`src/rtl/mem_access_ctrl_if.sv`:
```
// Data-memory bus between the M-stage access sequencer and the memory.
// Latency: none, wires only.
// Backpressure: the master holds its request until BusReady answers it.
//
// master: BusValid/BusWE/BusAddr/BusBE/BusWData out; BusReady/BusRData in
// slave : the mirror image, for the memory model or real memory port
interface mem_access_ctrl_if;
    logic        BusValid;
    logic        BusReady;
    logic        BusWE;
    logic [31:0] BusAddr;
    logic [3:0]  BusBE;
    logic [31:0] BusWData;
    logic [31:0] BusRData;

    modport master (
        output BusValid, BusWE, BusAddr, BusBE, BusWData,
        input  BusReady, BusRData
    );

    modport slave (
        input  BusValid, BusWE, BusAddr, BusBE, BusWData,
        output BusReady, BusRData
    );
endinterface

```
`src/rtl/mem_access_ctrl.sv`:
```
// M-stage access sequencer: turns each load/store into one bus transaction.
// Latency: IDLE + 1..TIMEOUT REQ cycles + DONE; misaligned goes IDLE->DONE.
// Backpressure: StallM holds F/D/E/M while the access is short of DONE.
//
// Ports:
//   CLK, RST       clock, synchronous active-high reset
//   ResultSrcM     2'b01 marks a load
//   MemWriteM      store (wins over a load marking)
//   ALUResultM     byte address
//   WriteDataM     right-aligned store data
//   MemSizeM       00 byte, 01 half, 10/11 word
//   MemSignM       1 sign-extends loads
//   bus            valid/ready data-memory bus (master side)
//   StallM         pipeline hold, combinational
//   ReadDataM      extended load result, meaningful in DONE
//   MemErr         one-cycle pulse in DONE on misalignment or timeout
module mem_access_ctrl #(
    parameter int TIMEOUT = 255
) (
    input  logic                CLK,
    input  logic                RST,
    input  logic [1:0]          ResultSrcM,
    input  logic                MemWriteM,
    input  logic [31:0]         ALUResultM,
    input  logic [31:0]         WriteDataM,
    input  logic [1:0]          MemSizeM,
    input  logic                MemSignM,
    mem_access_ctrl_if.master   bus,
    output logic                StallM,
    output logic [31:0]         ReadDataM,
    output logic                MemErr
);

    // Counter only has to reach TIMEOUT-1.
    localparam int CW = (TIMEOUT > 2) ? $clog2(TIMEOUT) : 1;
    localparam logic [CW-1:0] CNT_LAST = CW'(TIMEOUT - 1);

    typedef enum logic [1:0] {
        S_IDLE = 2'd0,
        S_REQ  = 2'd1,
        S_DONE = 2'd2
    } state_t;

    state_t state_q, state_d;

    logic [CW-1:0] cnt_q, cnt_d;
    logic          err_q, err_d;
    logic [31:0]   addr_q, addr_d;
    logic          we_q, we_d;
    logic [3:0]    be_q, be_d;
    logic [31:0]   wdata_q, wdata_d;
    logic [1:0]    size_q, size_d;
    logic          sign_q, sign_d;
    logic [1:0]    off_q, off_d;
    logic [31:0]   rdata_q, rdata_d;

    logic        access;
    logic        misaligned;
    logic [3:0]  be_calc;
    logic [31:0] wdata_calc;
    logic [31:0] rd_shift;
    logic [31:0] rd_ext;
    logic        timeout_hit;

    // ------------------------------------------------------------------
    // Request decode from the E-to-M register outputs
    // ------------------------------------------------------------------
    always_comb begin
        access = MemWriteM | (ResultSrcM == 2'b01);

        misaligned = 1'b0;
        unique case (MemSizeM)
            2'b00:   misaligned = 1'b0;
            2'b01:   misaligned = ALUResultM[0];
            default: misaligned = (ALUResultM[1:0] != 2'b00);
        endcase
    end

    always_comb begin
        be_calc    = 4'b1111;
        wdata_calc = WriteDataM;
        unique case (MemSizeM)
            2'b00: begin
                be_calc    = 4'b0001 << ALUResultM[1:0];
                wdata_calc = {4{WriteDataM[7:0]}};
            end
            2'b01: begin
                be_calc    = 4'b0011 << {ALUResultM[1], 1'b0};
                wdata_calc = {2{WriteDataM[15:0]}};
            end
            default: begin
                be_calc    = 4'b1111;
                wdata_calc = WriteDataM;
            end
        endcase
    end

    // ------------------------------------------------------------------
    // Load extraction, using the size/sign/offset latched at issue so the
    // result does not depend on the (stalled, but unchecked) M inputs.
    // ------------------------------------------------------------------
    always_comb begin
        rd_shift = bus.BusRData >> {off_q, 3'b000};
        rd_ext   = rd_shift;
        unique case (size_q)
            2'b00:   rd_ext = {{24{sign_q & rd_shift[7]}},  rd_shift[7:0]};
            2'b01:   rd_ext = {{16{sign_q & rd_shift[15]}}, rd_shift[15:0]};
            default: rd_ext = rd_shift;
        endcase
    end

    assign timeout_hit = (cnt_q == CNT_LAST);

    // ------------------------------------------------------------------
    // FSM: state register
    // ------------------------------------------------------------------
    always_ff @(posedge CLK) begin
        if (RST) begin
            state_q <= S_IDLE;
        end else begin
            state_q <= state_d;
        end
    end

    // ------------------------------------------------------------------
    // FSM: next state
    // ------------------------------------------------------------------
    always_comb begin
        state_d = state_q;
        unique case (state_q)
            S_IDLE: begin
                if (access) begin
                    state_d = misaligned ? S_DONE : S_REQ;
                end
            end
            S_REQ: begin
                if (bus.BusReady || timeout_hit) begin
                    state_d = S_DONE;
                end
            end
            S_DONE:  state_d = S_IDLE;
            default: state_d = S_IDLE;
        endcase
    end

    // ------------------------------------------------------------------
    // FSM: outputs
    // ------------------------------------------------------------------
    always_comb begin
        bus.BusValid = (state_q == S_REQ);
        bus.BusWE    = we_q;
        bus.BusAddr  = addr_q;
        bus.BusBE    = be_q;
        bus.BusWData = wdata_q;
        // The held instruction stays visible in M until DONE releases it.
        StallM       = access & (state_q != S_DONE);
        MemErr       = (state_q == S_DONE) & err_q;
        ReadDataM    = rdata_q;
    end

    // ------------------------------------------------------------------
    // Datapath registers
    // ------------------------------------------------------------------
    always_comb begin
        cnt_d   = cnt_q;
        err_d   = err_q;
        addr_d  = addr_q;
        we_d    = we_q;
        be_d    = be_q;
        wdata_d = wdata_q;
        size_d  = size_q;
        sign_d  = sign_q;
        off_d   = off_q;
        rdata_d = rdata_q;

        unique case (state_q)
            S_IDLE: begin
                if (access && !misaligned) begin
                    addr_d  = {ALUResultM[31:2], 2'b00};
                    we_d    = MemWriteM;
                    be_d    = be_calc;
                    wdata_d = wdata_calc;
                    size_d  = MemSizeM;
                    sign_d  = MemSignM;
                    off_d   = ALUResultM[1:0];
                    cnt_d   = '0;
                end else if (access) begin
                    err_d = 1'b1;
                end
            end
            S_REQ: begin
                if (bus.BusReady) begin
                    rdata_d = we_q ? 32'd0 : rd_ext;
                end else if (timeout_hit) begin
                    // Abandoned access: a store is simply dropped.
                    err_d   = 1'b1;
                    rdata_d = 32'd0;
                end else begin
                    cnt_d = cnt_q + CW'(1);
                end
            end
            S_DONE: begin
                err_d = 1'b0;
            end
            default: begin
                err_d = 1'b0;
            end
        endcase
    end

    always_ff @(posedge CLK) begin
        if (RST) begin
            cnt_q   <= '0;
            err_q   <= 1'b0;
            addr_q  <= 32'd0;
            we_q    <= 1'b0;
            be_q    <= 4'd0;
            wdata_q <= 32'd0;
            size_q  <= 2'd0;
            sign_q  <= 1'b0;
            off_q   <= 2'd0;
            rdata_q <= 32'd0;
        end else begin
            cnt_q   <= cnt_d;
            err_q   <= err_d;
            addr_q  <= addr_d;
            we_q    <= we_d;
            be_q    <= be_d;
            wdata_q <= wdata_d;
            size_q  <= size_d;
            sign_q  <= sign_d;
            off_q   <= off_d;
            rdata_q <= rdata_d;
        end
    end

endmodule

```
`src/flat_wrapper.sv`:
```
// flat-port wrapper written by rule: the top's interface ports become plain ports
module mem_access_ctrl_flat 
#(
    parameter int TIMEOUT = 255
)
  (CLK, RST, ResultSrcM, MemWriteM, ALUResultM, WriteDataM, MemSizeM, MemSignM, StallM, ReadDataM, MemErr, bus_BusValid, bus_BusWE, bus_BusAddr, bus_BusBE, bus_BusWData, bus_BusReady, bus_BusRData);
  mem_access_ctrl_if bus_i ();
  input  logic CLK;
  input  logic RST;
  input  logic [1:0] ResultSrcM;
  input  logic MemWriteM;
  input  logic [31:0] ALUResultM;
  input  logic [31:0] WriteDataM;
  input  logic [1:0] MemSizeM;
  input  logic MemSignM;
  output logic StallM;
  output logic [31:0] ReadDataM;
  output logic MemErr;
  output wire logic [$bits(bus_i.BusValid)-1:0] bus_BusValid;
  output wire logic [$bits(bus_i.BusWE)-1:0] bus_BusWE;
  output wire logic [$bits(bus_i.BusAddr)-1:0] bus_BusAddr;
  output wire logic [$bits(bus_i.BusBE)-1:0] bus_BusBE;
  output wire logic [$bits(bus_i.BusWData)-1:0] bus_BusWData;
  input wire logic [$bits(bus_i.BusReady)-1:0] bus_BusReady;
  input wire logic [$bits(bus_i.BusRData)-1:0] bus_BusRData;
  assign bus_BusValid = bus_i.BusValid;
  assign bus_BusWE = bus_i.BusWE;
  assign bus_BusAddr = bus_i.BusAddr;
  assign bus_BusBE = bus_i.BusBE;
  assign bus_BusWData = bus_i.BusWData;
  assign bus_i.BusReady = bus_BusReady;
  assign bus_i.BusRData = bus_BusRData;
  mem_access_ctrl #(.TIMEOUT(TIMEOUT)) u_core (.CLK(CLK), .RST(RST), .ResultSrcM(ResultSrcM), .MemWriteM(MemWriteM), .ALUResultM(ALUResultM), .WriteDataM(WriteDataM), .MemSizeM(MemSizeM), .MemSignM(MemSignM), .bus(bus_i), .StallM(StallM), .ReadDataM(ReadDataM), .MemErr(MemErr));
endmodule
```
`config.mk`:
```
export PLATFORM = sky130hd
export DESIGN_NAME = mem_access_ctrl_flat
export DESIGN_NICKNAME = d
export VERILOG_FILES = /design/src/rtl/mem_access_ctrl_if.sv /design/src/rtl/mem_access_ctrl.sv /design/src/flat_wrapper.sv
export SDC_FILE = /design/constraint.sdc
export NUM_CORES = 1
export LEC_CHECK = 0
export ABC_CLOCK_PERIOD_IN_PS = 2300
export BUFFER_PORTS_ARGS = -buffer_cell sky130_fd_sc_hd__clkbuf_2
export CAP_MARGIN = 15
export CORE_ASPECT_RATIO = 1.25
export CORE_MARGIN = 5
export CORE_UTILIZATION = 48
export CTS_CLUSTER_SIZE = 12
export DETAILED_ROUTE_END_ITERATION = 8
export PLACE_DENSITY = 0.8
export REMOVE_ABC_BUFFERS = 1
export SYNTH_ARGS = -nofsm -noshare
export SYNTH_HDL_FRONTEND = slang
export SYNTH_SLANG_ARGS = --single-unit
```
`constraint.sdc`:
```
create_clock -name CLK -period 2.3 [get_ports CLK]
set_input_delay 0.23 -clock CLK [delete_from_list [all_inputs] [get_ports CLK]]
set_output_delay 0.23 -clock CLK [all_outputs]
set_load 0.005 [all_outputs]
```
==> Word-level counts from Yosys, hierarchy flattened <==
Index checks and enable logic that the tools add are counted.
{ "totals": {"wordCells": 68, "register_bits": 115, "in_bits": 105} }
{ "classes": {"add_sub_neg": 1, "n_eq_ne": 14, "muxes": 20, "bitwise_logic": 5, "n_reduce_logical": 14, "n_shift": 3} }
{ "ops": {"columns": ["operator", "count"], "rows": [
  ["case mux 32 bit (2 select lines)", 2],
  ["2-to-1 mux 32 bit", 3],
  [">> shifter 32 x 5 -> 32 bit", 1],
  ["2-to-1 mux 8 bit", 3],
  ["case mux 8 bit (2 select lines)", 1],
  ["adder 8 x 1 -> 8 bit, second input constant", 1],
  ["== test 2 x 1 -> 1 bit, second input constant", 4],
  ["== test 8 bit, second input constant", 1],
  ["!= test 2 x 1 -> 1 bit, second input constant", 4],
  ["!= test 2 bit, second input constant", 4],
  ["case mux 4 bit (2 select lines)", 1],
  ["AND reduction 4 bit", 2],
  ["zero test 2 bit", 3],
  ["2-to-1 mux 2 bit", 3],
  ["AND reduction 2 bit", 3],
  ["nonzero test 2 bit", 3],
  ["bitwise AND 1 bit", 4],
  ["2-to-1 mux 1 bit", 4],
  ["case mux 1 bit (2 select lines)", 2],
  ["case mux 2 bit (2 select lines)", 1],
  ["left shift 1 x 2 -> 4 bit, first input constant", 1],
  ["left shift 2 x 2 -> 4 bit, first input constant", 1],
  ["== test 2 bit, second input constant", 1],
  ["logical AND 1 bit", 1],
  ["other kinds (3)", 3]
]} }

==> Depth between registers and ports, before layout <==
{ "depth": {"word_depth": 6, "depth_mapped": 9, "depth_no_buf": 6} }

==> Worst setup path before layout <==
No wires, ideal clock.
{ "synth_timing": {"path_kind": "register to register", "start": "register u_core.cnt_q[2]", "end": "register u_core.rdata_q[25] (netlist: u_core.ReadDataM[25])", "synth_period_minus_slack_ps": 1801, "path_stages_with_launch": 9, "setup_time_ps": 122, "setup_slack_ps": 499, "t_required_ps": 2178, "arrival_time_ps": 1679, "cell_sequence": "dfxtp_1 -> and4_4 -> a41oi_2 -> nand2b_4 -> buf_6 -> nor2b_4 -> buf_6 -> buf_6 -> a221o_1"} }
{ "synth_between": {"elab_chain_len": 3} }
{ "synth_lines": {"columns": ["element", "line_no", "rtl"], "rows": [
  ["from (decl)", "mem_access_ctrl.sv:46", "logic [CW-1:0] cnt_q, cnt_d;"],
  ["from (signal assigned)", "mem_access_ctrl.sv:224", "cnt_q <= cnt_d;"],
  ["== test 8 bit", "mem_access_ctrl.sv:112", "assign timeout_hit = (cnt_q == CNT_LAST);"],
  ["nonzero test 2 bit (no source line)", null, null],
  ["AND reduction 2 bit (no source line)", null, null],
  ["to (signal assigned)", "mem_access_ctrl.sv:233", "rdata_q <= rdata_d;"],
  ["to (decl)", "mem_access_ctrl.sv:55", "logic [31:0] rdata_q, rdata_d;"]
]} }
Every way passes these cells.
A chain may end at the register's enable or synchronous reset.

==> Worst setup path after layout <==
{ "layout_timing": {"start": "register u_core.we_q (netlist: u_core.bus.BusWE)", "end": "register u_core.rdata_q[24] (netlist: u_core.ReadDataM[24])"} }
{ "layout_between": {"elab_chain_len": 2} }
{ "layout_lines": {"columns": ["element", "line_no", "rtl"], "rows": [
  ["from (decl)", "mem_access_ctrl.sv:49", "logic we_q, we_d;"],
  ["from (signal assigned)", "mem_access_ctrl.sv:227", "we_q <= we_d;"],
  ["2-to-1 mux 32 bit", "mem_access_ctrl.sv:193", "rdata_d = we_q ? 32'd0 : rd_ext;"],
  ["2-to-1 mux 32 bit", "mem_access_ctrl.sv:192", "if (bus.BusReady) begin"]
]} }
Every way passes these cells.

==> qor.txt <==
Register area share after synthesis - 46.06%
TritonRoute pass-1 iters - 4
Syn Area/Cell - 8.373 um^2
Die H - 124.1 um
HP Class - input pin to flip-flop
Grt total ovfl - 0
Max cap viols - 0
Global-route wire length before repair - 23610 um
Crit path DAT - 2420 ps
Critical Path RT - 2640 ps
Die width - 101.3 um
Core Util, Final - 65.39%
Place WS - 331.7 ps
Setup CP Type - flip-flop to flip-flop
Row cnt - 41
IO buf count - 206
Critical Path End Type - flip-flop
Cell Area, Synth - 4999 um^2
Hold Buf Count CTS - 0
Routed wire length - 15390 um
Hold Vio Cnt, Final - 0
Worst VDD drop - 0.0006829 V
Final ANT Viol Nets - 0
Period minus WS final - 2074 ps
Ys flop type - dfxtp_1
P_leak - 2.968 nW
DR vias/cell - 5.561
All-Layer GR Usage - 24.04%
Post-CTS Setup Inserts - 0
Clock skew - 8.350 ps
Synth-to-Final Area Change - 32.87%
Setup TNS - 0 ps
Dpl cells - 895
CTS resizes - 0
Fillers - 898
Root buffer cell - clkbuf_16
Clk_lat worst skew - 410 ps
Layout cells sized above 1 - 32.46%
Routed WL per cell - 16.60 um
Outcome - complete, no violations
Diode count - 0
Distinct cells, synth - 47
CP max FO - 16
Gate count after technology mapping - 597
Setup ws final - 225.6 ps
Power per cell area - 816.9 nW/um^2
DRC - 0
Total power - 0.005425 W
Number of global-route vias before repair - 4991
Die area - 12570 um^2
Initial DRC Count - 239
Total CTS buffers - 17
I/O pins - 209
Synth Warn # - 0
Startpoint class of the critical path - flip-flop
Core Box Area - 10160 um^2
Leading cell types in the layout, fill and taps excluded - clkbuf_2 (205), nand2_1 (133), dfxtp_1 (115), a21oi_1 (72), nor2_1 (47)
CTS clk-pin slew, worst paths - 60 ps
RePlAce Congestion - 0.8553
Final setup viols - 0
Largest net degree at the start of global routing - 93
Final Max Tran Viols - 0
Worst slew pin tran - 1055 ps
CTS tree - done
Fin cells - 927
Final HPWL DP - 10930 um
Routed vias - 5155
#FFs+latches synth - 115
CTS HTree Levels - 4
Commonest non-fill, non-tap cell in the layout - clkbuf_2
Clock Tree Buf Depth - 2
Layout net count - 892
CTS sink count - 115
Post-synth EDFFs - 0
Fmax - 482.1 MHz
Synth async-reset ratio - 0%
Starting density of the core - 49.21%
Slew HR - 29.25%
Fin crit share - 90.19%
Antenna violations before repair - 1
RSZ-0062 raised after global routing - no
power by group:
part | internal, W | switching, W | total [W]
sequential | 0.00212 | 0.0000755 | 0.00219
combinational | 0.000330 | 0.000450 | 0.000780
clock | 0.00148 | 0.000969 | 0.00245
cell usage after synthesis (3+ instances only):
| master | instances | area share, % |
|---|---|---|
| a311oi_1 | 10 | 1.8 |
| a221o_1 | 8 | 1.6 |
| a211oi_1 | 10 | 1.5 |
| inv_1 | 5 | 0.38 |
| buf_6 | 3 | 0.68 |
| dfxtp_1 | 115 | 46 |
| a21oi_1 | 72 | 7.2 |
| nor2_1 | 47 | 3.5 |
| o21ai_0 | 20 | 2.0 |
| a211o_1 | 15 | 2.6 |
| nand3_1 | 3 | 0.30 |
| o2bb2ai_1 | 8 | 1.4 |
| nand3b_1 | 3 | 0.45 |
| nand2b_1 | 4 | 0.50 |
| a32oi_1 | 7 | 1.2 |
| buf_1 | 7 | 0.53 |
| buf_2 | 7 | 0.70 |
| o211ai_1 | 8 | 1.2 |
| or3_1 | 4 | 0.50 |
| mux2i_1 | 36 | 7.2 |
| nor2b_1 | 9 | 1.1 |
| clkbuf_1 | 29 | 2.2 |
| nand2_1 | 134 | 10 |
path summary, 6_finish.rpt:
check	start	to	slack, ps	cells after the start
setup / recovery	u_core.bus.BusWE$_SDFFE_PP0P_	u_core.ReadDataM[24]$_SDFFE_PP0P_	230	4
hold / removal	ALUResultM[31]	u_core.bus.BusAddr[31]$_SDFFE_PP0P_	30	3
hold reg to reg	u_core.bus.BusWData[29]$_SDFFE_PP0P_	u_core.bus.BusWData[29]$_SDFFE_PP0P_	450	2
setup reg to reg	u_core.bus.BusWE$_SDFFE_PP0P_	u_core.ReadDataM[24]$_SDFFE_PP0P_	230	4
registers in the layout, summed over array words and instances, names as in the netlist:
signal and cells:
u_core.bus.BusWData 32, u_core.sign_q 1, u_core.err_q 1, u_core.size_q 2, u_core.bus.BusWE 1, u_core.cnt_q 8
u_core.off_q 2, u_core.bus.BusAddr 30, u_core.ReadDataM 32, u_core.bus.BusBE 4, u_core.state_q 2
layout make-up:
class                      count  area, um^2  share of cell area, %
multi-input combinational    429        2462                  37.08
sequential                   115        2302                  34.66
timing repair buffer         216        1131                  17.03
clock buffer                  17       425.4                  6.405
tap                          129       161.4                  2.430
clock inverter                15       136.4                  2.054
inverter                       6       22.52                 0.3391
cells by family after synthesis:
family,Yosys count,synth area share (%)
and+or+nand+nor,220,18.97
AOI/OAI and AO/OA,168,22.18
DFF,115,46.06
buffers and inverters,54,4.831
muxes,36,7.209
adders and majority gates,2,0.5005
other,1,0.07502
xor gates and xnor gates,1,0.1753
critical path, cell delays in order, from the launching register on:
cell	delay (ps)
dfxtp_1	330
nand3b_1	200
nand2b_1	330
nor3_2	920
a221o_1	220
stage by stage:
step / hold slack [ps] / cell area (um^2)
after detailed placement: 446.5 / 6080
final: 32.80 / 6641
after CTS: 23.43 / 6641
after global routing: 28.04 / 6641
after floorplan: 299.1 / 4783
after global placement: 441.4 / 6080
per-layer routing:
layer  track usage (%)  up-vias  wire length [um]
met3             10.25       39              1585
met2             40.14      235              7590
met4             11.89        2               464
li1                  -     2466                 -
met1             25.95     2413              5734
met5                 0        -                11
Power figures use the tool's default switching activity.
